File: src/rtl/accum_pkg.sv
// Shared types and helpers for the pushbutton-driven 8-bit accumulator.
// Holds the accumulator width, the key debouncer state type and the add helper.
package accum_pkg;

    localparam int ACC_W = 8;

    typedef enum logic [1:0] {
        RELEASED,
        PRESS_WAIT,
        PRESSED,
        RELEASE_WAIT
    } key_state_e;

    typedef struct packed {
        logic [ACC_W-1:0] value;
        logic             carry;
    } acc_result_t;

    // Unsigned add that keeps the carry-out alongside the wrapped sum.
    function automatic acc_result_t acc_add(input logic [ACC_W-1:0] a,
                                            input logic [ACC_W-1:0] b);
        logic [ACC_W:0] sum;
        acc_result_t    res;
        sum       = {1'b0, a} + {1'b0, b};
        res.value = sum[ACC_W-1:0];
        res.carry = sum[ACC_W];
        return res;
    endfunction

endpackage

File: src/rtl/key_debounce.sv
// Debouncer for one raw active-low pushbutton: 2-flop synchronizer, stability
// counter and four-state FSM emitting a single-cycle pulse per accepted press.
module key_debounce
    import accum_pkg::*;
#(
    parameter int DEBOUNCE_CYCLES = 50000
) (
    input  logic clk,
    input  logic rst_n,
    input  logic key_n,
    output logic press
);

    localparam int CNT_W = (DEBOUNCE_CYCLES > 1) ? $clog2(DEBOUNCE_CYCLES) : 1;
    localparam logic [CNT_W-1:0] CNT_MAX = CNT_W'(DEBOUNCE_CYCLES - 1);

    logic             sync1;
    logic             sync2;
    logic [CNT_W-1:0] cnt;
    logic [CNT_W-1:0] cnt_nxt;
    key_state_e       state;
    key_state_e       state_nxt;
    logic             stable_level;
    logic             mismatch;
    logic             done;
    logic             press_nxt;

    // NOTE: every flop here uses <= so all registers sample pre-edge values;
    // blocking assignments would let sync2 see this edge's sync1.
    always_ff @(posedge clk or negedge rst_n) begin
        if (!rst_n) begin
            sync1 <= 1'b1;
            sync2 <= 1'b1;
            state <= RELEASED;
            cnt   <= '0;
            press <= 1'b0;
        end else begin
            sync1 <= key_n;
            sync2 <= sync1;
            state <= state_nxt;
            cnt   <= cnt_nxt;
            press <= press_nxt;
        end
    end

    // The accepted level is implied by which half of the FSM we are in.
    assign stable_level = (state == PRESSED || state == RELEASE_WAIT) ? 1'b0 : 1'b1;
    assign mismatch     = (sync2 != stable_level);
    assign done         = mismatch && (cnt == CNT_MAX);

    // NOTE: outputs of this block get defaults first so no path leaves them
    // unassigned, which would otherwise infer a latch.
    always_comb begin
        state_nxt = state;
        cnt_nxt   = (mismatch && !done) ? cnt + 1'b1 : '0;
        unique case (state)
            RELEASED:     if (mismatch) state_nxt = done ? PRESSED : PRESS_WAIT;
            PRESS_WAIT:   if (!mismatch) state_nxt = RELEASED;
                          else if (done) state_nxt = PRESSED;
            PRESSED:      if (mismatch) state_nxt = done ? RELEASED : RELEASE_WAIT;
            RELEASE_WAIT: if (!mismatch) state_nxt = PRESSED;
                          else if (done) state_nxt = RELEASED;
            default:      state_nxt = RELEASED;
        endcase
        press_nxt = (state == RELEASED || state == PRESS_WAIT) && (state_nxt == PRESSED);
    end

endmodule

File: src/rtl/accum_ctrl.sv
// Pushbutton accumulator: debounced clear/accumulate keys drive an 8-bit total.
// Define ACCUM_SATURATE_EN to clamp at 255 on carry-out instead of wrapping.
module accum_ctrl
    import accum_pkg::*;
#(
    parameter int DEBOUNCE_CYCLES = 50000
) (
    input  logic             clk_clk,
    input  logic             reset_reset_n,
    input  logic             clear_n,
    input  logic             accumulate_n,
    input  logic [ACC_W-1:0] switch,
    output logic [ACC_W-1:0] led_out,
    output logic             overflow,
    output logic             update
);

    logic             clear_evt;
    logic             acc_evt;
    logic             clear_q;
    logic             acc_q;
    logic [ACC_W-1:0] addend_q;
    acc_result_t      sum;
    logic [ACC_W-1:0] acc_value;

    key_debounce #(.DEBOUNCE_CYCLES(DEBOUNCE_CYCLES)) u_clear_db (
        .clk   (clk_clk),
        .rst_n (reset_reset_n),
        .key_n (clear_n),
        .press (clear_evt)
    );

    key_debounce #(.DEBOUNCE_CYCLES(DEBOUNCE_CYCLES)) u_acc_db (
        .clk   (clk_clk),
        .rst_n (reset_reset_n),
        .key_n (accumulate_n),
        .press (acc_evt)
    );

    always_comb begin
        sum = acc_add(led_out, addend_q);
`ifdef ACCUM_SATURATE_EN
        acc_value = sum.carry ? {ACC_W{1'b1}} : sum.value;
`else
        acc_value = sum.value;
`endif
    end

    // Events and the switch value are captured together so the addend is the
    // one present in the event cycle; the total then updates one cycle later.
    always_ff @(posedge clk_clk or negedge reset_reset_n) begin
        if (!reset_reset_n) begin
            clear_q  <= 1'b0;
            acc_q    <= 1'b0;
            addend_q <= '0;
            led_out  <= '0;
            overflow <= 1'b0;
            update   <= 1'b0;
        end else begin
            clear_q  <= clear_evt;
            acc_q    <= acc_evt;
            addend_q <= switch;
            update   <= 1'b0;
            if (clear_q) begin
                led_out  <= '0;
                overflow <= 1'b0;
                update   <= 1'b1;
            end else if (acc_q) begin
                led_out  <= acc_value;
                overflow <= overflow | sum.carry;
                update   <= 1'b1;
            end
        end
    end

endmodule

File: config.mk
export PLATFORM = sky130hd
export DESIGN_NAME = accum_ctrl
export DESIGN_NICKNAME = d
export VERILOG_FILES = /design/src/rtl/accum_pkg.sv /design/src/rtl/key_debounce.sv /design/src/rtl/accum_ctrl.sv
export SDC_FILE = /design/constraint.sdc
export NUM_CORES = 1
export LEC_CHECK = 0
export CORE_MARGIN = 2
export CORE_UTILIZATION = 45
export CTS_CLUSTER_SIZE = 25
export DETAILED_ROUTE_END_ITERATION = 6
export GPL_TIMING_DRIVEN = 0
export SETUP_SLACK_MARGIN = 0.05
export SYNTH_ARGS = -nofsm -noshare
export SYNTH_HDL_FRONTEND = slang
export SYNTH_SLANG_ARGS = --single-unit
File: constraint.sdc
create_clock -name clk_clk -period 2.2 [get_ports clk_clk]
set_input_delay 0.22 -clock clk_clk [delete_from_list [all_inputs] [get_ports clk_clk]]
set_output_delay 0.22 -clock clk_clk [all_outputs]
set_load 0.1 [all_outputs]
# --- Yosys cells after proc, flatten, opt, wreduce, memory -nomap -nowiden ---
# Cells that the tools add are included.
classes:
  n_addsub: 3
  eq_ne: 12
  n_mux: 28
  n_bitwise: 1
  n_reduce_logical: 15
op_table:
  columns: ["cell", "n"]
  rows:
  - ["adder 16 x 1 -> 16 bit (second input constant)", 2]
  - ["== test 16 bit (second input constant)", 2]
  - ["two-way mux 16 bit", 2]
  - ["two-way mux 2 bit", 16]
  - ["two-way mux 8 bit", 2]
  - ["one-hot mux 2 bit (4 select lines)", 2]
  - ["== test 2 bit (second input constant)", 6]
  - ["adder 8 x 8 -> 9 bit", 1]
  - ["logical AND 1 bit", 6]
  - ["two-way mux 1 bit", 6]
  - ["== test 2 x 1 -> 1 bit (second input constant)", 2]
  - ["zero test 2 bit", 2]
  - ["logical OR 1 bit", 4]
  - ["zero test 1 bit", 2]
  - ["inequality test 1 bit", 2]
  - ["nonzero test 2 bit", 1]
  - ["bitwise OR 1 bit", 1]
word_totals:
  register_bits: 62
  input_bits: 12
  output_inout_bits: 10
  wordCells: 75

# --- Longest topological paths before layout ---
logic_depth:
  word_depth: 10
  mapped_depth: 7

# --- Modules after synthesis ---
# Synthesis repeated with hierarchy kept, for this count alone.
hier_totals:
  hier_cells: 266
  area_unflattened_um2: 3039.2
modules_own_cells:
  columns: ["mod", "instances", "cells_per_inst", "area_per_inst_um2", "seq_area_each_um2"]
  rows:
  - ["key_debounce", 2, 91, 1029.7, 503.0]
  - ["accum_ctrl", 1, 84, 979.7, 500.5]

# --- Worst setup path before layout ---
# OpenSTA, ideal clock, no wires.
synth_timing:
  path_type: "reg2reg"
  start: "register led_out[0]"
  end: "register led_out[6]"
  setup_ns: 0.142
  t_arrival_ns: 2.134
  t_required_ns: 2.058
  slack_ns: -0.075
  stages_incl_launch_ff: 8
  path_buffers: 0
  path_cell_list: "dfrtp_1 -> ha_1 -> inv_1 -> fa_1 -> nor2b_1 -> o21a_1 -> o31a_1 -> o211ai_1"
synth_between:
  elab_chain_cells: 3
synth_rtl:
  columns: ["element", "line", "source"]
  rows:
  - ["start, declared", "accum_ctrl.sv:13", "output logic [ACC_W-1:0] led_out,"]
  - ["start signal, assigned", "accum_ctrl.sv:69", "led_out <= acc_value;"]
  - ["adder 8 x 8 -> 9 bit", "accum_pkg.sv:24", "sum = {1'b0, a} + {1'b0, b};"]
  - ["two-way mux 8 bit", "accum_ctrl.sv:68", "end else if (acc_q) begin"]
  - ["two-way mux 8 bit", "accum_ctrl.sv:64", "if (clear_q) begin"]
# Every way passes these cells. The select of a mux whose other input is x is not followed.
# A chain may end at the register's enable or synchronous reset.

# --- Worst setup path in the final report ---
layout_timing:
  start: "register led_out[5]"
  end: "output port led_out[5]"
# No word-level cell between the ends.

==> results.sh <==
export IMPL_drt_wl_total_mm=5.129
export IMPL_synthArstFlopShare_pct=100.0
export IMPL_viasPerCell=5.330
export IMPL_cp_arrival_ps=1860
export IMPL_p_leak_nw=1.410
export IMPL_die_width_microns=82.60
export IMPL_crit_type="reg -> out"
export IMPL_multiInputGateArea_sq_um=1217
export IMPL_relSlewSlack_pct=35.05
export IMPL_tightest_slew_ps=971.2
export IMPL_muxShareOfSynthArea_pct=0.7201
export IMPL_synth_fa_ha_area_share_pct=5.221
export IMPL_drive_above_1_share_pct=10.30
export IMPL_final_seq_area_sq_um=1510
export IMPL_netlist_area_sq_um=2780
export IMPL_worstPathCellList="clkdlybuf4s50_1"
export IMPL_synth_seq_cells=60
export IMPL_die_area_sq_um=6823
export IMPL_power_w=0.002211
export IMPL_finalCritPeriodShare_pct=94.59
export IMPL_synth_edf_count=0
export IMPL_avgSynthCellArea_sq_um=10.61
export IMPL_cts_buffers=9
export IMPL_clk_latency_ps=330
export IMPL_min_from="clear_n"
export IMPL_dpl_cell_area_sq_um=3103
export IMPL_fmax_mhz=480.5
export IMPL_drcViolationCount=0
export IMPL_hold_end="u_clear_db.sync1"
export IMPL_start_kind="register"
export IMPL_rr_endpoint="u_clear_db.cnt[8]"
export IMPL_cts_root_buf="clkbuf_8"
export IMPL_cts_tree="built"
export IMPL_grt_pass1_vias=2000
export IMPL_drt_iter0_drc=105
export IMPL_start_util_pct=46.68
export IMPL_cts_sinks=60
export IMPL_p_sw_w=0.0004966
export IMPL_routedWlPerCell_microns=13.64
export IMPL_p_comb_share_pct=4.1
export IMPL_clockPowerShare_pct=44.3
export IMPL_critPathBufInv=1
export IMPL_cap_violations=0
export IMPL_finalSetupViolCount=0
export IMPL_hold_viol_final=0
export IMPL_r2r_setup_slack_ps=280
export IMPL_synth_cell_types=39
export IMPL_io_pins=22
export IMPL_grt_usage_pct=17.02
export IMPL_swShare_pct=22.47
export IMPL_fillers=554
export IMPL_drt_first_pass_iters=4
export IMPL_rows=28
export IMPL_synth_xor_area_share_pct=8.191
export IMPL_cp_slowest_stage_delay_ps=1140
export IMPL_hold_ws_ps=295.8
export IMPL_worstHoldPathCells=1
export IMPL_synth_cells=262
export IMPL_area_growth_pct=19.04
export IMPL_seqPwrFrac_pct=51.6
export IMPL_cts_max_level=3
export IMPL_fp_coreArea_sq_um=5956
export IMPL_peakVddDrop_mv=0.3231
export IMPL_crit_path_top_delay_cell="clkdlybuf4s50_1"
export IMPL_vias=2004
export IMPL_seq_area_frac_synth_pct=54.19
export IMPL_grt_first_pass_wirelength_mm=8.721
export IMPL_grt_max_degree=37
export IMPL_syn_nets=285
export IMPL_final_design_area_no_fill_sq_um=3309
export IMPL_synth_compound_gate_area_share_pct=8.101
export IMPL_hold_class="in -> reg"
export IMPL_detail_route_antenna_nets=0
export IMPL_p_per_area_nw_per_um2=668.0
export IMPL_yosys_warnings=0
export IMPL_drv_slew=0
export IMPL_antenna_found_initial=0
export IMPL_gp_congestion=0.7593
export IMPL_rr_startpoint="u_clear_db.cnt[0]"
export IMPL_clock_path_buffers=2
export IMPL_cp_required_ps=1980
export IMPL_clock_skew_final_ps=8.381
export IMPL_dieHeight_microns=82.60
export IMPL_port_buffers=21
export IMPL_clk_pin_slew_worst_paths_ps=70
export IMPL_dpl_hpwl_mm=3.599
export IMPL_cp_end_kind="output port"
export IMPL_path_delay_family="buffers and inverters"
export IMPL_r2r_cells=7
export IMPL_period_needed_ps=2081
export IMPL_synth_top_family_by_area="simple AND/OR/NAND/NOR gates"
export IMPL_p_int_w=0.001714
export IMPL_ys_flop_type="dfrtp_1"
export IMPL_crit_fanout=3
export IMPL_grt_setup_unrepaired="false"
export IMPL_diodes=0
export IMPL_status="complete, no violations"
export IMPL_synth_simple_area_share_pct=21.56
export IMPL_finalNetCount=319
export IMPL_grt_overflow=0
==> power by group through the flow <==
stage	Combinational, W	Sequential, W	Clock, W
global placement	0.0000863	0.00116	0
global route	0.000104	0.00114	0.00105
floorplan	0.0000362	0.00116	0
finish	0.0000905	0.00114	0.000980
detailed placement	0.0000918	0.00116	0
CTS	0.0000933	0.00114	0.00100
==> timing repair <==
item,CTS,global route
hold endpoints to repair,24,0
resized for setup,0,4
endpoints found under the setup margin,0,15
hold buffers,1,0
setup buffers,0,0
==> synthesized netlist by cell type, types with 2 or more instances <==
master | n | area share, %
mux2i_1 | 2 | 0.72
nor4bb_1 | 3 | 1.1
nand3b_1 | 2 | 0.54
nor2_1 | 34 | 4.6
xor2_1 | 9 | 2.8
ha_1 | 10 | 4.5
nor4_1 | 3 | 0.68
inv_1 | 8 | 1.1
dfrtp_1 | 56 | 50
o21ai_0 | 9 | 1.6
and4_1 | 2 | 0.63
or3_1 | 6 | 1.4
o211ai_1 | 3 | 0.81
nand4_1 | 7 | 1.6
o21a_1 | 4 | 1.1
nor3_1 | 6 | 1.1
and3_1 | 8 | 1.8
o311ai_0 | 2 | 0.63
a211oi_1 | 2 | 0.54
xnor2_1 | 17 | 5.4
a21oi_1 | 14 | 2.5
nand3_1 | 13 | 2.3
nor4b_1 | 3 | 0.95
dfstp_2 | 4 | 3.8
clkbuf_1 | 6 | 0.81
nand2_1 | 16 | 2.2
==> routing by layer <==
layer  global-route usage [%]  part of all wire (%)
met1                    21.36                    49
met2                    27.58                    46
met3                    3.913                   2.8
met4                    8.525                   1.9
met5                        0                     0
==> cells by family after synthesis <==
kind of cell,Yosys count
fa+ha+maj,11
buf+inv,15
flops,60
simple gates,111
xor+xnor,26
compound gates,37
mux,2
==> through the flow <==
stage	TNS, ps	std cells	utilization, %	worst slack [ps]
3_3_place_gp	-59330	358	51.85	-1245
5_1_grt	0	376	55.57	57.91
2_1_floorplan	0	262	-	106.0
6_report	0	376	55.57	119.0
4_1_cts	0	376	55.53	102.1
3_5_place_dp	0	359	52.10	113.4
==> state kept, by name, summed over array words and instances (netlist names), 8 cells and up <==
signal / flops
addend_q: 8
u_acc_db.cnt: 16
led_out: 8
u_clear_db.cnt: 16
==> layout by cell type (no fill, tap or decap), types with 4 or more instances in the layout <==
cell and count:
a21oi_1 14, and3_1 8, clkbuf_1 5, clkbuf_8 10, clkdlybuf4s50_1 20, dfrtp_1 53, dfstp_2 4, ha_1 10
inv_1 8, nand2_1 16, nand3_1 13, nand4_1 7, nor2_1 34, nor3_1 6, o21a_1 4, o21ai_0 9
or3_1 6, xnor2_1 17, xor2_1 9
==> how the worst max path moves through the flow <==
stage / start / endpoint / slack, ps / depth (start not counted)
final: led_out[5] / led_out[5] / 120 / 1
after floorplan: led_out[4] / led_out[7] / 110 / 5
after global routing: u_clear_db.cnt[0] / u_clear_db.cnt[5] / 60 / 7
after CTS: u_clear_db.cnt[0] / u_clear_db.cnt[8] / 100 / 7
after detailed placement: u_clear_db.cnt[0] / u_clear_db.cnt[8] / 110 / 7
after global placement: reset_reset_n / led_out[0] / -1240 / 1
==> final cells by class <==
type,count,area share [%]
tap,75,2.836
sequential,60,45.63
inverter,8,0.9074
buffer,7,0.8696
timing repair buffer,23,7.108
clock buffer,11,4.272
clock inverter,5,1.588
multi-input combinational,187,36.79
No activity file was read; power rests on OpenSTA's default activity.
